===== src/rtl/pmod_adc_pkg.sv =====
// Shared constants for the multi-channel AD7476A-style reader: default timing
// for a 100 MHz system clock and the sampler state encoding.
package pmod_adc_pkg;

    localparam int SCLK_HALF_100M = 4000;
    localparam int AD7476_FRAME   = 16;
    localparam int AD7476_BITS    = 12;
    localparam int AD7476_QUIET   = 4;

    localparam logic [1:0] ST_IDLE  = 2'd0;
    localparam logic [1:0] ST_CONV  = 2'd1;
    localparam logic [1:0] ST_QUIET = 2'd2;

endpackage


===== src/rtl/sclk_gen.sv =====
// SCLK divider: toggles every SCLK_HALF cycles, first toggle falling.
// Held high with its divider at zero while cleared.
import pmod_adc_pkg::*;

module sclk_gen #(
    parameter int SCLK_HALF = SCLK_HALF_100M
) (
    input  logic i_clk,
    input  logic i_rst,
    input  logic i_clr,
    output logic o_sclk,
    output logic o_rise_tick,
    output logic o_fall_tick
);

    localparam int                DIV_W    = $clog2(SCLK_HALF + 1);
    localparam logic [DIV_W-1:0] DIV_LAST = DIV_W'(SCLK_HALF - 1);

    logic [DIV_W-1:0] r_div;
    logic             r_sclk;
    logic             w_tick;

    assign w_tick = !i_clr && (r_div == DIV_LAST);

    always_ff @(posedge i_clk) begin
        if (i_rst || i_clr) begin
            r_div  <= '0;
            r_sclk <= 1'b1;
        end else if (w_tick) begin
            r_div  <= '0;
            r_sclk <= ~r_sclk;
        end else begin
            r_div  <= r_div + 1'b1;
        end
    end

    // Ticks mark the cycle whose closing edge changes the SCLK level.
    assign o_sclk      = r_sclk;
    assign o_rise_tick = w_tick && !r_sclk;
    assign o_fall_tick = w_tick && r_sclk;

endmodule


===== src/rtl/pmod_adc_multi_reader.sv =====
// Reads N_CH serial ADCs over a shared CS/SCLK pair, presents registered
// parallel samples with a VALID strobe and per-channel threshold-crossing hits.
import pmod_adc_pkg::*;

module pmod_adc_multi_reader #(
    parameter int N_CH       = 2,
    parameter int SCLK_HALF  = SCLK_HALF_100M,
    parameter int FRAME_BITS = AD7476_FRAME,
    parameter int DATA_BITS  = AD7476_BITS,
    parameter int QUIET_CYC  = AD7476_QUIET
) (
    input  logic                      i_clk,
    input  logic                      i_rst,
    input  logic                      i_en,
    input  logic                      i_single,
    input  logic                      i_start,
    input  logic [N_CH-1:0]           i_sdata,
    input  logic [DATA_BITS-1:0]      i_thresh,
    output logic                      o_cs,
    output logic                      o_sclk,
    output logic [N_CH*DATA_BITS-1:0] o_data,
    output logic                      o_valid,
    output logic                      o_busy,
    output logic [N_CH-1:0]           o_hit,
    output logic [1:0]                o_dbg_state
);

    localparam int                CNT_W    = $clog2(FRAME_BITS + 1);
    localparam logic [CNT_W-1:0] CNT_LAST = CNT_W'(FRAME_BITS);
    localparam int                Q_W      = $clog2(QUIET_CYC + 1);
    localparam logic [Q_W-1:0]   Q_LAST   = Q_W'(QUIET_CYC - 1);

    logic [1:0]       r_state;
    logic [1:0]       w_state_nxt;
    logic [CNT_W-1:0] r_bit_cnt;
    logic [Q_W-1:0]   r_quiet_cnt;
    logic             r_valid;
    logic             w_frame_done;
    logic             w_sclk_clr;
    logic             w_sclk;
    logic             w_rise_tick;
    logic             w_fall_tick;
    logic             w_unused_fall;

    // The divider is released only while bits remain, so SCLK parks high
    // after the last rising edge even when SCLK_HALF is 1.
    assign w_frame_done = (r_state == ST_CONV) && (r_bit_cnt == CNT_LAST);
    assign w_sclk_clr   = (r_state != ST_CONV) || (r_bit_cnt == CNT_LAST);
    assign w_unused_fall = w_fall_tick;

    sclk_gen #(
        .SCLK_HALF (SCLK_HALF)
    ) u_sclk_gen (
        .i_clk       (i_clk),
        .i_rst       (i_rst),
        .i_clr       (w_sclk_clr),
        .o_sclk      (w_sclk),
        .o_rise_tick (w_rise_tick),
        .o_fall_tick (w_fall_tick)
    );

    always_comb begin
        w_state_nxt = r_state;
        case (r_state)
            ST_IDLE: begin
                if (i_en && (!i_single || i_start)) w_state_nxt = ST_CONV;
            end
            ST_CONV: begin
                if (w_frame_done) w_state_nxt = ST_QUIET;
            end
            ST_QUIET: begin
                if (r_quiet_cnt == Q_LAST) begin
                    w_state_nxt = (i_en && !i_single) ? ST_CONV : ST_IDLE;
                end
            end
            default: w_state_nxt = ST_IDLE;
        endcase
    end

    always_ff @(posedge i_clk) begin
        if (i_rst) begin
            r_state     <= ST_IDLE;
            r_bit_cnt   <= '0;
            r_quiet_cnt <= '0;
            r_valid     <= 1'b0;
        end else begin
            r_state <= w_state_nxt;
            r_valid <= w_frame_done;
            if (r_state != ST_CONV) begin
                r_bit_cnt <= '0;
            end else if (w_rise_tick) begin
                r_bit_cnt <= r_bit_cnt + 1'b1;
            end
            if (r_state != ST_QUIET) begin
                r_quiet_cnt <= '0;
            end else begin
                r_quiet_cnt <= r_quiet_cnt + 1'b1;
            end
        end
    end

    // Per channel: shift on rising SCLK; the register keeps only the low
    // DATA_BITS, so leading frame bits fall off the top.
    for (genvar g = 0; g < N_CH; g++) begin : g_ch
        logic [DATA_BITS-1:0] r_shift;
        logic [DATA_BITS-1:0] r_prev;
        logic [DATA_BITS-1:0] r_sample;
        logic                 r_hit;
        logic                 w_hit;

        assign w_hit = (r_shift >= i_thresh) && (r_prev < i_thresh);

        always_ff @(posedge i_clk) begin
            if (i_rst) begin
                r_shift  <= '0;
                r_prev   <= '0;
                r_sample <= '0;
                r_hit    <= 1'b0;
            end else begin
                if (w_rise_tick) begin
                    r_shift <= {r_shift[DATA_BITS-2:0], i_sdata[g]};
                end
                if (w_frame_done) begin
                    r_sample <= r_shift;
                    r_prev   <= r_shift;
                    r_hit    <= w_hit;
                end else begin
                    r_hit    <= 1'b0;
                end
            end
        end

        assign o_data[g*DATA_BITS +: DATA_BITS] = r_sample;
        assign o_hit[g]                         = r_hit;
    end

    // VALID is a one-cycle strobe with no back-pressure: DATA and HIT are
    // meaningful in the VALID cycle and DATA holds until the next strobe.
    assign o_cs        = (r_state != ST_CONV);
    assign o_sclk      = w_sclk;
    assign o_valid     = r_valid;
    assign o_busy      = (r_state != ST_IDLE);
    assign o_dbg_state = r_state;

endmodule


===== config.mk =====
export PLATFORM = sky130hd
export DESIGN_NAME = pmod_adc_multi_reader
export DESIGN_NICKNAME = d
export VERILOG_FILES = /design/src/rtl/pmod_adc_pkg.sv /design/src/rtl/sclk_gen.sv /design/src/rtl/pmod_adc_multi_reader.sv
export SDC_FILE = /design/constraint.sdc
export NUM_CORES = 1
export LEC_CHECK = 0
export CORE_MARGIN = 10
export CORE_UTILIZATION = 59
export CTS_CLUSTER_SIZE = 10
export DETAILED_ROUTE_END_ITERATION = 16
export HOLD_SLACK_MARGIN = 0.08
export PLACE_DENSITY = 0.87
export SLEW_MARGIN = 5
export SYNTH_ARGS = -nofsm -noshare
export SYNTH_HDL_FRONTEND = slang
export SYNTH_SLANG_ARGS = --single-unit

===== constraint.sdc =====
create_clock -name i_clk -period 4 [get_ports i_clk]
set_clock_uncertainty 0.1 [all_clocks]
set_input_delay 0.8 -clock i_clk [delete_from_list [all_inputs] [get_ports i_clk]]
set_output_delay 0.8 -clock i_clk [all_outputs]
set_load 0.005 [all_outputs]

==> impl_metrics.json, run 1 <==
{
  "outcome": "complete, no violations",
  "cts_tree": "yes",
  "htreeDepth": 3,
  "synth_seq_area_share": 0.391,
  "grt_pass1_vias": 3237,
  "layout-drive-gt1-share": 0.0461,
  "routed_wl_um": 8880,
  "final_nets": 565,
  "antenna_found_initial": 0,
  "dp_slack_ns": 1.21,
  "worstMarginPinSlew_ns": 0.964,
  "worstPathMaxFanout": 9,
  "drtIter0Drc": 111,
  "area_delta_synth_final_pct": 18.0,
  "io_pins": 51,
  "hpwl_um": 6550,
  "final_design_area_no_fill_um2": 4460,
  "synthCells": 451,
  "n_antenna_cell": 0,
  "finalSetupTns_ns": 0,
  "syn-num-nets": 521,
  "path_clk_slew_ns": 0.07,
  "synthMuxAreaShare": 0,
  "place.gp.congestion": 0.923,
  "ctsRootBufferMaster": "clkbuf_8",
  "ys_types": 36,
  "insertion_delay_ns": 0.35,
  "slew_violations": 0,
  "ys_top_cells_by_count": "108 x nand2_1, 74 x dfxtp_1, 55 x a21oi_1",
  "drt-vias-per-instance": 5.56,
  "leakage_nw": 1.77,
  "netlist_area_um2": 3780,
  "synth-compound-area-share": 0.136,
  "worst_ep_arrival_time_ns": 1.71,
  "max-vdd-ir-drop_v": 0.000216,
  "synth.top_cell.area_share": 0.391,
  "holdCritPathClass": "flip-flop to flip-flop",
  "finalCriticalPeriod_ns": 2.61,
  "clkSinkCount": 74,
  "timing.rr.start": "u_sclk_gen.r_div[0]",
  "synth_xor_area_frac": 0.0347,
  "min_from": "r_quiet_cnt[0]",
  "synthAdderAreaFrac": 0.169,
  "cts_setup_buffers": 0,
  "grt_overflow": 0,
  "cts_hold_buf": 0,
  "die_w_um": 100,
  "r2r_cells": 6,
  "drcViolationCount": 0,
  "synth_edf_count": 0,
  "synth_top_family_by_area": "simple AND/OR/NAND/NOR gates",
  "end_kind": "output port",
  "slew_headroom": 0.355,
  "crit_start": "o_dbg_state[1]",
  "clockBufferDepth": 2,
  "place_area_um2": 4280,
  "ant_nets": 0,
  "grt_max_degree": 31,
  "async_flop_share": 0,
  "rows": 29,
  "start_kind": "flip-flop",
  "grt_pass1_wl_um": 14800,
  "cts_inserted_buffers": 9,
  "cts_resized": 0,
  "synthSimpleGateAreaFrac": 0.217,
  "min_period_over_period": 0.652,
  "fin_ws_ns": 1.39,
  "cap_violations": 0,
  "critPathRequiredTime_ns": 3.10,
  "setup_viol": 0,
  "grt_usage": 0.181,
  "hold_viol": 0,
  "rsz0062_at_grt": "false",
  "dieArea_um2": 10000,
  "fillers": 477,
  "hold_depth": 1,
  "p_per_area_nw_per_um2": 310,
  "yosys_warnings": 0,
  "coreArea_um2": 6280,
  "yosys-top-cells-area": "dfxtp_1 39%, ha_1 17%, nand2_1 11%",
  "initial_utilization": 0.603,
  "die_h_um": 100,
  "critical_path_class": "flip-flop to output port",
  "portBuffers": 50,
  "synth_top_cell_by_area": "dfxtp_1",
  "vias": 3200,
  "yosysMostFrequentCell": "nand2_1",
  "wl_per_cell_um": 15.4,
  "drtPass1Iterations": 4,
  "max_freq_mhz": 384,
  "ys.flop_type": "dfxtp_1",
  "synth_seq_cells": 74,
  "syn_avg_cell_area_um2": 8.39
}
-- layer usage --
layer  global-route usage  vias up  wire [um]
li1                     -     1624          -
met2                0.318       61       4410
met4               0.0859        0        166
met3               0.0446       14        392
met5                    0        -          0
met1                0.200     1501       3920
-- cell type report --
| cell class | instances | area [um2] | share of cell area |
|---|---|---|---|
| Timing Repair Buffer | 52 | 510 | 0.114 |
| Clock inverter | 3 | 40.0 | 0.00897 |
| Multi-Input combinational cell | 335 | 2100 | 0.471 |
| Clock buffer | 12 | 145 | 0.0325 |
| Inverter | 23 | 86.3 | 0.0193 |
| Sequential cell | 74 | 1480 | 0.332 |
| Tap cell | 77 | 96.3 | 0.0216 |
-- worst max-delay path: stages (launching register included) --
cell,delay (ns)
dfxtp_1,0.47
and2b_1,0.28
inv_1,0.10
clkdlybuf4s50_1,0.51
-- through the flow --
stage / instances / hold slack, ns / total power, W / util
floorplan: 451 / 0.298 / 0.000798 / -
global placement: 561 / 0.306 / 0.000830 / 0.682
detailed placement: 561 / 0.328 / 0.000833 / 0.682
CTS: 576 / 0.339 / 0.00139 / 0.711
global route: 576 / 0.358 / 0.00143 / 0.711
finish: 576 / 0.329 / 0.00138 / 0.711
-- sequential cells by signal, indices dropped and copies added (netlist names) --
| register | flops |
|---|---|
| g_ch.r_sample | 24 |
| g_ch.r_shift | 24 |
| o_dbg_state | 2 |
| u_sclk_gen.r_div | 12 |
| r_bit_cnt | 5 |
| r_quiet_cnt | 3 |
| u_sclk_gen.o_sclk | 1 |
| o_valid | 1 |
| g_ch.r_hit | 2 |
-- path summary, 6_finish.rpt --
kind,slack [ns],end
worst max-delay path,1.39,o_cs
worst min-delay path,0.33,r_quiet_cnt[0]
worst max register to register,1.67,g_ch[0].r_shift[6]
worst min register to register,0.33,r_quiet_cnt[0]
-- where the power goes --
| group | total (W) | internal [W] | switching (W) |
|---|---|---|---|
| logic | 0.0000766 | 0.0000352 | 0.0000414 |
| clock network | 0.000568 | 0.000300 | 0.000268 |
| registers | 0.000740 | 0.000738 | 0.00000188 |
-- cell families (layout without fill, tap and decap cells) --
logic type | after synthesis | count (layout)
buffers and inverters | 42 | 90
DFF | 74 | 74
adders and majority gates | 51 | 51
xor gates and xnor gates | 15 | 15
AOI/OAI and AO/OA | 89 | 89
and+or+nand+nor | 180 | 180
-- cell usage in the layout, fill, tap and decap left out, types with 2 or more instances in the layout --
master	Yosys	routed
a21o_1	4	4
nor2_1	31	31
buf_4	4	2
ha_1	51	51
nor4_1	2	2
nor3_1	4	4
xor2_1	5	5
clkinv_2	0	2
nor2b_1	2	2
a21oi_1	55	55
nand3_1	3	3
nand2b_1	4	4
and3_1	4	4
xnor2_1	10	10
o21ai_0	10	10
inv_1	23	23
clkdlybuf4s50_1	0	49
o211ai_1	4	4
clkbuf_8	0	10
nand4_1	9	9
a211o_1	2	2
nand2_1	108	108
a211oi_1	12	12
and4_1	3	3
o221a_2	2	2
dfxtp_1	74	74
clkbuf_1	9	2
Power figures use the tool's default switching activity.
==> run 2: changes to the inputs <==
--- a/config.mk
+++ b/config.mk
@@ -6,11 +6,11 @@
 export NUM_CORES = 1
 export LEC_CHECK = 0
 export CORE_MARGIN = 10
-export CORE_UTILIZATION = 59
+export CORE_UTILIZATION = 55
 export CTS_CLUSTER_SIZE = 10
 export DETAILED_ROUTE_END_ITERATION = 16
 export HOLD_SLACK_MARGIN = 0.08
-export PLACE_DENSITY = 0.87
+export PLACE_DENSITY = 0.82
 export SLEW_MARGIN = 5
 export SYNTH_ARGS = -nofsm -noshare
 export SYNTH_HDL_FRONTEND = slang
==> constraint.sdc (replaced) <==
create_clock -name i_clk -period 2.51 [get_ports i_clk]
set_clock_uncertainty 0.1 [all_clocks]
set_input_delay 0.502 -clock i_clk [delete_from_list [all_inputs] [get_ports i_clk]]
set_output_delay 0.502 -clock i_clk [all_outputs]
set_load 0.005 [all_outputs]
==> impl_metrics.json, run 2 (synthesis gave the netlist of run 1 again) <==
{
  "finalSetupTns_ns": 0,
  "path_cells": "and2b_1 > inv_1 > clkdlybuf4s50_1",
  "grt_overflow": 0,
  "antenna_found_initial": 0,
  "critical_path_class": "flip-flop to output port",
  "grt_pass1_wl_um": 14600,
  "wl_met3_um": 545,
  "hpwl_um": 6460,
  "clockBufferDepth": 2,
  "reg2reg_setup_slack_ns": 0.44,
  "cell_internal_pwr_w": 0.00182,
  "final_nets": 570,
  "grt_max_degree": 35,
  "drtIter0Drc": 189,
  "p_per_area_nw_per_um2": 513,
  "place.gp.congestion": 0.856,
  "drtPass1Iterations": 5,
  "worstMarginPinSlew_ns": 0.430,
  "critPathRequiredTime_ns": 1.91,
  "holdCritPathClass": "flip-flop to flip-flop",
  "max_stage_delay_ns": 0.52,
  "p_clk_frac": 0.444,
  "slew_violations": 0,
  "r2r_cells": 7,
  "dr_wl_met2_um": 4110,
  "n_antenna_cell": 0,
  "grt_usage": 0.171,
  "seqPwrFrac": 0.503,
  "layout_common_cells": "108 x nand2_1, 74 x dfxtp_1, 55 x a21oi_1",
  "io_pins": 51,
  "htreeDepth": 3,
  "wirelength_met1_um": 3720,
  "outcome": "complete, no violations",
  "drt-vias-per-instance": 5.50,
  "switching_share": 0.222,
  "rsz0062_at_grt": "false",
  "layout-drive-gt1-share": 0.0614,
  "hold_depth": 1,
  "grt_pass1_vias": 3206,
  "fillers": 573,
  "routed_wl_um": 8560,
  "drcViolationCount": 0,
  "leakage_nw": 1.81,
  "timing.rr.start": "r_bit_cnt[0]",
  "setup_viol": 0,
  "die_w_um": 103,
  "max_freq_mhz": 434,
  "cts_setup_buffers": 0,
  "min_from": "r_quiet_cnt[0]",
  "finalCriticalPeriod_ns": 2.31,
  "whs_ns": 0.319,
  "ant_nets": 0,
  "initial_utilization": 0.560,
  "cap_violations": 0,
  "rows": 30,
  "highest_layer": "met4",
  "start_kind": "flip-flop",
  "portBuffers": 50,
  "wl_per_cell_um": 14.6,
  "max-vdd-ir-drop_v": 0.000284,
  "worst_ep_arrival_time_ns": 1.70,
  "end_kind": "output port",
  "die_h_um": 103,
  "slew_headroom": 0.712,
  "layout_commonest_cell": "nand2_1",
  "cp_slowest_cell": "clkdlybuf4s50_1",
  "cts_resized": 0,
  "vias": 3215,
  "reg_top3": "g_ch.r_sample x24, g_ch.r_shift x24, u_sclk_gen.r_div x12",
  "path_clk_slew_ns": 0.08,
  "area_delta_synth_final_pct": 20.5,
  "cts_tree": "yes",
  "cts_inserted_buffers": 9,
  "worstReg2RegEnd": "g_ch[1].r_hit",
  "hold_viol": 0,
  "insertion_delay_ns": 0.35,
  "clkSinkCount": 74,
  "ctsRootBufferMaster": "clkbuf_8",
  "comb_power_share": 0.053,
  "coreArea_um2": 6760,
  "dieArea_um2": 10600,
  "min_period_over_period": 0.919,
  "min_to": "r_quiet_cnt[0]",
  "worstPathMaxFanout": 9,
  "cts_hold_buf": 0,
  "switchingPower_w": 0.000520
}
[run 2: area by class of cell]
class                   count  area [um2]  area share
flip-flops and latches     74        1480       0.325
multi-input cells         335        2100       0.462
inverters                  23        86.3      0.0189
well taps                  80         100      0.0220
repair buffers             57         561       0.123
clock inverters             6        88.8      0.0195
clock buffers              10         138      0.0302
[run 2: worst max path at each step]
stage                              from                 end  slack, ns  cells after the start
floorplan           u_sclk_gen.r_div[0]  g_ch[0].r_shift[9]       0.64                      8
global placement            i_thresh[9]       g_ch[1].r_hit      0.009                      7
detailed placement          i_thresh[9]       g_ch[1].r_hit       0.02                      7
CTS                      o_dbg_state[1]                o_cs       0.18                      3
global route             o_dbg_state[1]                o_cs       0.09                      3
finish                   o_dbg_state[1]                o_cs       0.20                      3
[run 2: critical path: cells and delay by family (launching register included)]
kind / cells / cell delay, ns
flip-flops: 1 / 0.45
AND/OR/NAND/NOR: 1 / 0.28
buffers and inverters: 2 / 0.63
[run 2: per-stage QoR]
| step | utilization | setup slack [ns] | std cells | cell area [um2] | power [W] |
|---|---|---|---|---|---|
| floorplan | - | 0.635 | 451 | 3780 | 0.00127 |
| global placement | 0.641 | 0.00913 | 569 | 4330 | 0.00132 |
| detailed placement | 0.641 | 0.0191 | 569 | 4330 | 0.00133 |
| CTS | 0.675 | 0.180 | 585 | 4560 | 0.00235 |
| global route | 0.675 | 0.0902 | 585 | 4560 | 0.00242 |
| finish | 0.675 | 0.203 | 585 | 4560 | 0.00234 |
[run 2: layer usage]
layer,up-vias,track usage
li1,1632,-
met1,1491,0.204
met2,76,0.288
met3,16,0.0335
met4,0,0.0856
met5,-,0
[run 2: power by group through the flow]
stage                     registers [W]   logic, W  clock network [W]
after floorplan                 0.00121  0.0000657                  0
after global placement          0.00121   0.000118                  0
after detailed placement        0.00121   0.000123                  0
after CTS                       0.00118   0.000124            0.00105
after global routing            0.00118   0.000139            0.00110
final                           0.00118   0.000123            0.00104
